<file path="src/rtl/hazard_controller_pkg.sv">
// Shared pipeline types for the hazard controller slice: forwarding selects,
// opcode formats and the MEM-wait FSM states.
package hazard_controller_pkg;

  typedef enum logic [1:0] {
    NONE   = 2'd0,
    EX_MEM = 2'd1,
    MEM_WB = 2'd2
  } FORWARDING_TYPE;

  typedef enum logic [6:0] {
    R_TYPE = 7'b0110011,
    I_TYPE = 7'b0010011,
    LOAD   = 7'b0000011,
    STORE  = 7'b0100011,
    BRANCH = 7'b1100011,
    JAL    = 7'b1101111,
    JALR   = 7'b1100111,
    LUI    = 7'b0110111,
    AUIPC  = 7'b0010111
  } instruction_format_type;

  typedef enum logic [1:0] {
    HZ_RUN      = 2'd0,
    HZ_MEM_WAIT = 2'd1,
    HZ_ERR      = 2'd2
  } hazard_state_type;

endpackage

</file>
<file path="src/rtl/hazard_controller_forwarding_unit.sv">
// EX operand forwarding select: the youngest in-flight writer of a source
// register wins; writes to x0 never forward.
module forwarding_unit
  import hazard_controller_pkg::*;
#(
  parameter int unsigned REG_ADDR_WIDTH = 5
) (
  input  logic [REG_ADDR_WIDTH-1:0] rs1,
  input  logic [REG_ADDR_WIDTH-1:0] rs2,
  input  logic [REG_ADDR_WIDTH-1:0] ex_mem_rd,
  input  logic                      ex_mem_regwrite,
  input  logic [REG_ADDR_WIDTH-1:0] mem_wb_rd,
  input  logic                      mem_wb_regwrite,
  output FORWARDING_TYPE            forward_a,
  output FORWARDING_TYPE            forward_b
);

  logic ex_valid, wb_valid;

  assign ex_valid = ex_mem_regwrite && (ex_mem_rd != '0);
  assign wb_valid = mem_wb_regwrite && (mem_wb_rd != '0);

  always_comb begin
    forward_a = NONE;
    forward_b = NONE;
    if (ex_valid && (ex_mem_rd == rs1))      forward_a = EX_MEM;
    else if (wb_valid && (mem_wb_rd == rs1)) forward_a = MEM_WB;
    if (ex_valid && (ex_mem_rd == rs2))      forward_b = EX_MEM;
    else if (wb_valid && (mem_wb_rd == rs2)) forward_b = MEM_WB;
  end

endmodule

</file>
<file path="src/rtl/hazard_controller.sv">
// 5-stage pipeline sequencer: stalls, flushes, forwarding and MEM-wait watchdog.
// Optional perf counters are built when HAZARD_PERF_COUNTERS_EN is defined.
module hazard_controller
  import hazard_controller_pkg::*;
#(
  parameter int unsigned REG_ADDR_WIDTH = 5,
  parameter int unsigned MEM_TIMEOUT    = 16,
  parameter int unsigned CNT_WIDTH      = 32
) (
  input  logic                      clk,
  input  logic                      reset,
  input  logic [REG_ADDR_WIDTH-1:0] if_id_rs1,
  input  logic [REG_ADDR_WIDTH-1:0] if_id_rs2,
  input  logic [REG_ADDR_WIDTH-1:0] id_ex_rs1,
  input  logic [REG_ADDR_WIDTH-1:0] id_ex_rs2,
  input  logic [REG_ADDR_WIDTH-1:0] id_ex_rd,
  input  logic [6:0]                id_ex_opcode,
  input  logic [REG_ADDR_WIDTH-1:0] ex_mem_rd,
  input  logic                      ex_mem_regwrite,
  input  logic [REG_ADDR_WIDTH-1:0] mem_wb_rd,
  input  logic                      mem_wb_regwrite,
  input  logic                      branch_taken,
  input  logic                      mem_req,
  input  logic                      mem_ready,
  output logic [1:0]                forward_a,
  output logic [1:0]                forward_b,
  output logic                      pc_write_en,
  output logic                      if_id_write_en,
  output logic                      id_ex_write_en,
  output logic                      ex_mem_write_en,
  output logic                      mem_wb_write_en,
  output logic                      if_id_flush,
  output logic                      id_ex_flush,
  output logic                      ex_mem_flush,
  output logic                      mem_timeout,
  output logic [CNT_WIDTH-1:0]      stall_cycles,
  output logic [CNT_WIDTH-1:0]      flush_count
);

  localparam int unsigned WAIT_W = $clog2(MEM_TIMEOUT);
  localparam logic [WAIT_W-1:0] WAIT_LAST = WAIT_W'(MEM_TIMEOUT - 1);

  FORWARDING_TYPE   fwd_a, fwd_b;
  hazard_state_type state, state_next;
  logic [WAIT_W-1:0] wait_cnt, wait_next;
  logic load_use, freeze;

  forwarding_unit #(.REG_ADDR_WIDTH(REG_ADDR_WIDTH)) u_forwarding_unit (
    .rs1             (id_ex_rs1),
    .rs2             (id_ex_rs2),
    .ex_mem_rd       (ex_mem_rd),
    .ex_mem_regwrite (ex_mem_regwrite),
    .mem_wb_rd       (mem_wb_rd),
    .mem_wb_regwrite (mem_wb_regwrite),
    .forward_a       (fwd_a),
    .forward_b       (fwd_b)
  );

  assign forward_a = fwd_a;
  assign forward_b = fwd_b;

  assign load_use = (id_ex_opcode == LOAD) && (id_ex_rd != '0) &&
                    ((id_ex_rd == if_id_rs1) || (id_ex_rd == if_id_rs2));
  assign freeze   = ((state == HZ_RUN) && mem_req && !mem_ready) ||
                    ((state == HZ_MEM_WAIT) && !mem_ready);

  always_comb begin
    state_next = state;
    wait_next  = wait_cnt;
    case (state)
      HZ_RUN: begin
        if (mem_req && !mem_ready) begin
          state_next = HZ_MEM_WAIT;
          wait_next  = '0;
        end
      end
      HZ_MEM_WAIT: begin
        if (mem_ready)                  state_next = HZ_RUN;
        else if (wait_cnt == WAIT_LAST) state_next = HZ_ERR;
        else                            wait_next  = wait_cnt + WAIT_W'(1);
      end
      default: state_next = HZ_RUN;
    endcase
  end

  always_comb begin
    pc_write_en     = 1'b1;
    if_id_write_en  = 1'b1;
    id_ex_write_en  = 1'b1;
    ex_mem_write_en = 1'b1;
    mem_wb_write_en = 1'b1;
    if_id_flush     = 1'b0;
    id_ex_flush     = 1'b0;
    ex_mem_flush    = 1'b0;
    if (reset) begin
      pc_write_en     = 1'b0;
      if_id_write_en  = 1'b0;
      id_ex_write_en  = 1'b0;
      ex_mem_write_en = 1'b0;
      mem_wb_write_en = 1'b0;
      if_id_flush     = 1'b1;
      id_ex_flush     = 1'b1;
      ex_mem_flush    = 1'b1;
    end else if (state == HZ_ERR) begin
      pc_write_en     = 1'b0;
      mem_wb_write_en = 1'b0;
      if_id_flush     = 1'b1;
      id_ex_flush     = 1'b1;
      ex_mem_flush    = 1'b1;
    end else if (freeze) begin
      pc_write_en     = 1'b0;
      if_id_write_en  = 1'b0;
      id_ex_write_en  = 1'b0;
      ex_mem_write_en = 1'b0;
      mem_wb_write_en = 1'b0;
    end else if (branch_taken) begin
      if_id_flush = 1'b1;
      id_ex_flush = 1'b1;
    end else if (load_use) begin
      pc_write_en    = 1'b0;
      if_id_write_en = 1'b0;
      id_ex_flush    = 1'b1;
    end
  end

  // mem_timeout is set on entry so it is high exactly during the HZ_ERR cycle
  always_ff @(posedge clk) begin
    if (reset) begin
      state       <= HZ_RUN;
      wait_cnt    <= '0;
      mem_timeout <= 1'b0;
    end else begin
      state       <= state_next;
      wait_cnt    <= wait_next;
      mem_timeout <= (state_next == HZ_ERR);
    end
  end

`ifdef HAZARD_PERF_COUNTERS_EN
  logic stall_evt, flush_evt;

  // Counts reflect the action actually applied, so a load-use masked by a branch is not a stall
  assign stall_evt = !reset && (state != HZ_ERR) && (freeze || (!branch_taken && load_use));
  assign flush_evt = !reset && ((state == HZ_ERR) || (!freeze && branch_taken));

  always_ff @(posedge clk) begin
    if (reset) begin
      stall_cycles <= '0;
      flush_count  <= '0;
    end else begin
      if (stall_evt && (stall_cycles != '1)) stall_cycles <= stall_cycles + CNT_WIDTH'(1);
      if (flush_evt && (flush_count != '1))  flush_count  <= flush_count + CNT_WIDTH'(1);
    end
  end
`else
  assign stall_cycles = '0;
  assign flush_count  = '0;
`endif

endmodule
</file>
<file path="config.mk">
export PLATFORM = sky130hd
export DESIGN_NAME = hazard_controller
export DESIGN_NICKNAME = d
export VERILOG_FILES = /design/src/rtl/hazard_controller_pkg.sv /design/src/rtl/hazard_controller_forwarding_unit.sv /design/src/rtl/hazard_controller.sv
export SDC_FILE = /design/constraint.sdc
export NUM_CORES = 1
export LEC_CHECK = 0
export ABC_CLOCK_PERIOD_IN_PS = 2250
export CAP_MARGIN = 20
export CORE_MARGIN = 1.5
export CORE_UTILIZATION = 30
export DETAILED_ROUTE_END_ITERATION = 10
export PLACE_DENSITY = 0.92
export SLEW_MARGIN = 10
export SYNTH_ARGS = -nofsm -noshare
export SYNTH_HDL_FRONTEND = slang
export SYNTH_SLANG_ARGS = --single-unit
export TNS_END_PERCENT = 30
</file>
<file path="constraint.sdc">
create_clock -name clk -period 2.25 [get_ports clk]
set_input_delay 0.45 -clock clk [delete_from_list [all_inputs] [get_ports clk]]
set_output_delay 0.45 -clock clk [all_outputs]
set_load 0.01 [all_outputs]
</file>
# Yosys cells after proc, flatten, opt, wreduce, memory -nomap -nowiden
# Index checks and enable logic that the tools add are counted.
# classes
add_sub_neg	1
n_eq_ne	14
n_mux	35
n_reduce_logical	21
# op_table
cell	n
$eq 5x5->1	6
$mux 1	23
$reduce_bool 5->1	3
$mux 2	7
$logic_and 1x1->1	12
$mux 4	3
$pmux 4 s2	1
$eq 7x2->1 const B	1
$add 4x1->4 const B	1
$eq 2x2->1 const B	2
$eq 4x4->1 const B	1
$ne 2x2->1 const B	2
$pmux 2 s2	1
$reduce_and 4->1	1
$eq 2x1->1 const B	1
$logic_not 2->1	1
$logic_or 1x1->1	2
$ne 2x1->1 const B	1
$reduce_bool 2->1	1
$logic_not 1->1	1
# totals
ff_bits	7
input_bits	49
output_inout_bits	77
elab_cells	74

# Depth between registers and ports, before layout
# logic_depth
word_depth	8
mapped_depth	5
depth_no_buf	5

# Cells and area by module
# From an unflattened synthesis, not the netlist that was laid out.
# unflattened
cells_unflattened	165
hier_area_um2	1298.7
# modules_own_cells
mod	instances	cells_each	area_each_um2	seq_area_each_um2
hazard_controller	1	131	1041.0	140.1
forwarding_unit	1	34	257.7	0.0

# Worst setup path after synthesis
# No wires, ideal clock.
# synth_timing
path_type	input port to output port
start	input port ex_mem_rd[1]
end	output port forward_a[1]
t_arrival_ps	1577
required_time_ps	1800
slack_ps	223
cell_stages	4
path_buffers	0
cell_sequence	or4_4 o21ai_2 nor4_1 nor4_2
# synth_between
elab_chain_cells	4
elab_cells_between_ends	5
classes_between	1 x eq/ne; 1 x mux; 3 x reduce/logical
# synth_lines
item	line	text
start, declared	hazard_controller.sv:18	input logic [REG_ADDR_WIDTH-1:0] ex_mem_rd,
$reduce_bool 5->1	hazard_controller_forwarding_unit.sv:20	assign ex_valid = ex_mem_regwrite && (ex_mem_rd != '0);
$logic_and 1x1->1	hazard_controller_forwarding_unit.sv:20	
$logic_and 1x1->1 *	hazard_controller_forwarding_unit.sv:26	if (ex_valid && (ex_mem_rd == rs1)) forward_a = EX_MEM;
$mux 2 *	hazard_controller_forwarding_unit.sv:26	
end, declared	hazard_controller.sv:25	output logic [1:0] forward_a,
# Mark *: on every way between the ends. The rest lies on a longest branch, timed or not.

# Final worst setup path
# layout_timing
start	input port mem_wb_rd[2]
end	output port forward_b[1]
# layout_between
elab_chain_cells	5
elab_cells_between_ends	6
classes_between	1 x eq/ne; 2 x mux; 3 x reduce/logical
# layout_lines
item	line	text
start, declared	hazard_controller.sv:20	input logic [REG_ADDR_WIDTH-1:0] mem_wb_rd,
$reduce_bool 5->1	hazard_controller_forwarding_unit.sv:21	assign wb_valid = mem_wb_regwrite && (mem_wb_rd != '0);
$logic_and 1x1->1	hazard_controller_forwarding_unit.sv:21	
$logic_and 1x1->1 *	hazard_controller_forwarding_unit.sv:29	else if (wb_valid && (mem_wb_rd == rs2)) forward_b = MEM_WB;
$mux 2 *	hazard_controller_forwarding_unit.sv:29	
$mux 2 *	hazard_controller_forwarding_unit.sv:28	if (ex_valid && (ex_mem_rd == rs2)) forward_b = EX_MEM;
end, declared	hazard_controller.sv:26	output logic [1:0] forward_b,
# Marked as above.

==> results.py <==
metrics = {
    "timing": {
        "worst_slack_ns": -0.00834,
        "fin_tns_setup_ns": -0.00834,
        "final_hold_viol_count": 0,
        "slew_violations": 0,
        "rsz0062_at_grt": "true",
        "max_freq_mhz": 443,
        "worstMarginPinSlew_ns": 0.621,
        "fin_crit_ns": 2.26,
        "setup_viol": 1,
        "maxSlewHeadroom_pct": 58.0,
        "fin_worst_hold_slack_ns": 0.484,
        "timing.final.crit_share_pct": 100,
        "skew_ns": 0.000427,
    },
    "synth": {
        "yosys_warnings": 0,
        "synth_common_cells": "65 x buf_4, 16 x xnor2_1, 16 x xor2_1",
        "synth_top_cell_area_share_pct": 38.3,
        "ys_async_sr_fraction_pct": 0,
        "synth_edf_count": 0,
        "synthTopCellsByArea": "buf_4 38%, dfxtp_1 11%, xnor2_1 11%",
        "ys_seq_area_share_pct": 11.0,
        "yosysMostFrequentCell": "buf_4",
        "syn-instance-count": 159,
        "syn_avg_cell_area_um2": 8.02,
        "yosysTopAreaCell": "buf_4",
        "synth_ff_type": "dfxtp_1",
        "ys_seq_elements": 7,
        "synth_cell_types": 34,
        "syn-cell-area_mm2": 0.00127,
    },
    "routing": {
        "drtIter0Drc": 13,
        "ant_nets": 0,
        "wl_met3_um": 298,
        "vias": 1200,
        "wl_met2_um": 1860,
        "routed_wl_um": 3370,
        "viasPerCell": 4.03,
        "top_layer": "met4",
        "wl_met1_um": 1120,
        "avgRoutedWirePerCell_um": 11.3,
        "drc": 0,
        "drtPass1Iterations": 4,
    },
    "global_route": {
        "grt_pass1_vias": 1117,
        "grt_max_degree": 10,
        "grt_usage_pct": 13.7,
        "grt_pass1_wl_um": 4800,
        "grt.overflow.total": 0,
        "antenna_found_initial": 0,
    },
    "setup_path": {
        "reg2reg_setup_slack_ns": 0.85,
        "crit_path_start_kind": "input pin",
        "r2r_start": "state[1]",
        "crit_required_ns": 1.80,
        "worstPathArrival_ns": 1.81,
        "path_max_fanout": 2,
        "ff2ff_path_depth": 4,
        "endpoint": "forward_b[1]",
        "cp-startpoint": "mem_wb_rd[2]",
        "path_class": "input pin to primary output",
        "r2r-end": "wait_cnt[0]",
        "end_kind": "primary output",
    },
    "place": {
        "io_buffers": 61,
        "gp_congestion": 0.832,
        "pre_cts_slack_ns": -0.738,
        "dp_cells": 293,
        "dp_hpwl_um": 2830,
    },
    "power_and_ir_drop": {
        "power.density_mw_per_mm2": 309,
        "ir_worst_vdd_mv": 0.232,
        "leakage_uw": 0.000934,
        "power_uw": 605,
    },
    "clock_tree": {
        "postCtsHoldBufs": 0,
        "cts_tree": "done",
        "h-tree-depth": 1,
        "clockBufferDepth": 2,
        "insertion_delay_ns": 0.22,
        "clockRootBuffer": "clkbuf_8",
        "clkTransAtPathRegs_ns": 0.04,
        "numClockSinks": 7,
        "cts_made_buffers": 3,
    },
    "final_layout": {
        "fillers": 392,
        "diodes": 0,
        "synthToLayoutAreaGrowth_pct": 53.4,
        "finalNetCount": 299,
        "layout-drive-gt1-share_pct": 24.6,
        "final_cells": 298,
    },
    "floorplan": {
        "die_x_um": 68.2,
        "io_pins": 126,
        "start_util_pct": 31.6,
        "die_area_mm2": 0.00465,
        "die_h_um": 68.2,
        "core_mm2": 0.00403,
        "placementRows": 23,
    },
    "run_status": {
        "violations": "negative setup slack",
        "outcome": "finished, violations left",
    },
    "hold_path": {
        "min_path_type": "flop to flop",
    },
    "job": {
        "maxCapViolCount": 0,
    },
}
-- layout by cell type, fill, tap and decap left out, types with 2 or more instances in the layout --
| master | instances |
|---|---|
| clkdlybuf4s50_1 | 28 |
| nor3b_1 | 4 |
| buf_6 | 2 |
| nand3_1 | 7 |
| or4_4 | 3 |
| nor4_4 | 3 |
| dlygate4sd2_1 | 12 |
| buf_4 | 29 |
| conb_1 | 64 |
| nor2b_1 | 2 |
| nor2_1 | 5 |
| xnor2_1 | 16 |
| clkdlybuf4s15_1 | 3 |
| dfxtp_1 | 7 |
| clkbuf_8 | 3 |
| a21oi_1 | 2 |
| xor2_1 | 15 |
| dlymetal6s2s_1 | 3 |
| buf_2 | 8 |
| or4_1 | 2 |
| clkbuf_2 | 3 |
| nand2_1 | 3 |
| nor3_1 | 2 |
-- logic make-up (layout without fill, tap and decap cells) --
family | after synthesis | after routing | share of synthesized area (%)
other | 1 | 64 | 0.294
multiplexers | 1 | 1 | 0.785
AND/OR/NAND/NOR | 39 | 39 | 19.2
XOR/XNOR | 32 | 32 | 22.0
flip-flops | 7 | 7 | 11.0
AO/OA/AOI/OAI | 12 | 12 | 7.16
adder cells (fa/ha/maj) | 1 | 1 | 0.981
buffers and inverters | 66 | 92 | 38.6
-- flip-flops by register name (all words and copies together), names as in the netlist --
register,flops
wait_cnt,4
state,2
mem_timeout,1
-- critical path, cell delays in order --
cell,delay (ns)
dlygate4sd2_1,0.24
buf_4,0.14
xor2_1,0.14
or4_4,0.51
nor4_4,0.15
buf_2,0.18
-- stage by stage --
| stage | cell area [um^2] | util, % |
|---|---|---|
| after CTS | 1920 | 47.6 |
| after global routing | 1960 | 48.5 |
| after detailed placement | 1890 | 46.9 |
| after global placement | 1890 | 46.9 |
| final | 1960 | 48.5 |
| after floorplan | 1510 | - |
-- worst min-delay path by stage --
stage / end / cells after the start / slack [ns] / from
3_5_place_dp: wait_cnt[1] / 2 / 0.48 / wait_cnt[1]
5_1_grt: wait_cnt[1] / 2 / 0.51 / wait_cnt[1]
3_3_place_gp: wait_cnt[1] / 2 / 0.46 / wait_cnt[1]
4_1_cts: wait_cnt[1] / 2 / 0.49 / wait_cnt[1]
2_1_floorplan: wait_cnt[1] / 2 / 0.44 / wait_cnt[1]
6_report: wait_cnt[1] / 2 / 0.48 / wait_cnt[1]
-- layer usage --
layer	track usage, %	up-vias
met4	4.50	0
met5	0	-
met1	13.4	531
li1	-	589
met3	4.11	10
met2	26.9	70
-- final cells by class --
type                       count  area, um^2  area share (%)
clock buffer                   4        45.0            2.30
sequential                     7         140            7.17
timing repair buffer          88         748            38.3
multi-input combinational    149         960            49.1
tap                           50        62.6            3.20
-- what timing repair did --
| item | CTS | global route |
|---|---|---|
| setup buffers | 0 | 1 |
| endpoints found under the hold margin | 0 | 0 |
| pin swaps | 10 | 12 |
| gates resized for setup | 73 | 15 |
| setup endpoints to repair | 11 | 6 |
-- report_power, final --
group,internal (uW),switching (uW),total [uW]
registers,126,2.13,129
clock network,122,52.4,175
logic,151,150,301
(Power assumes the default switching activity.)
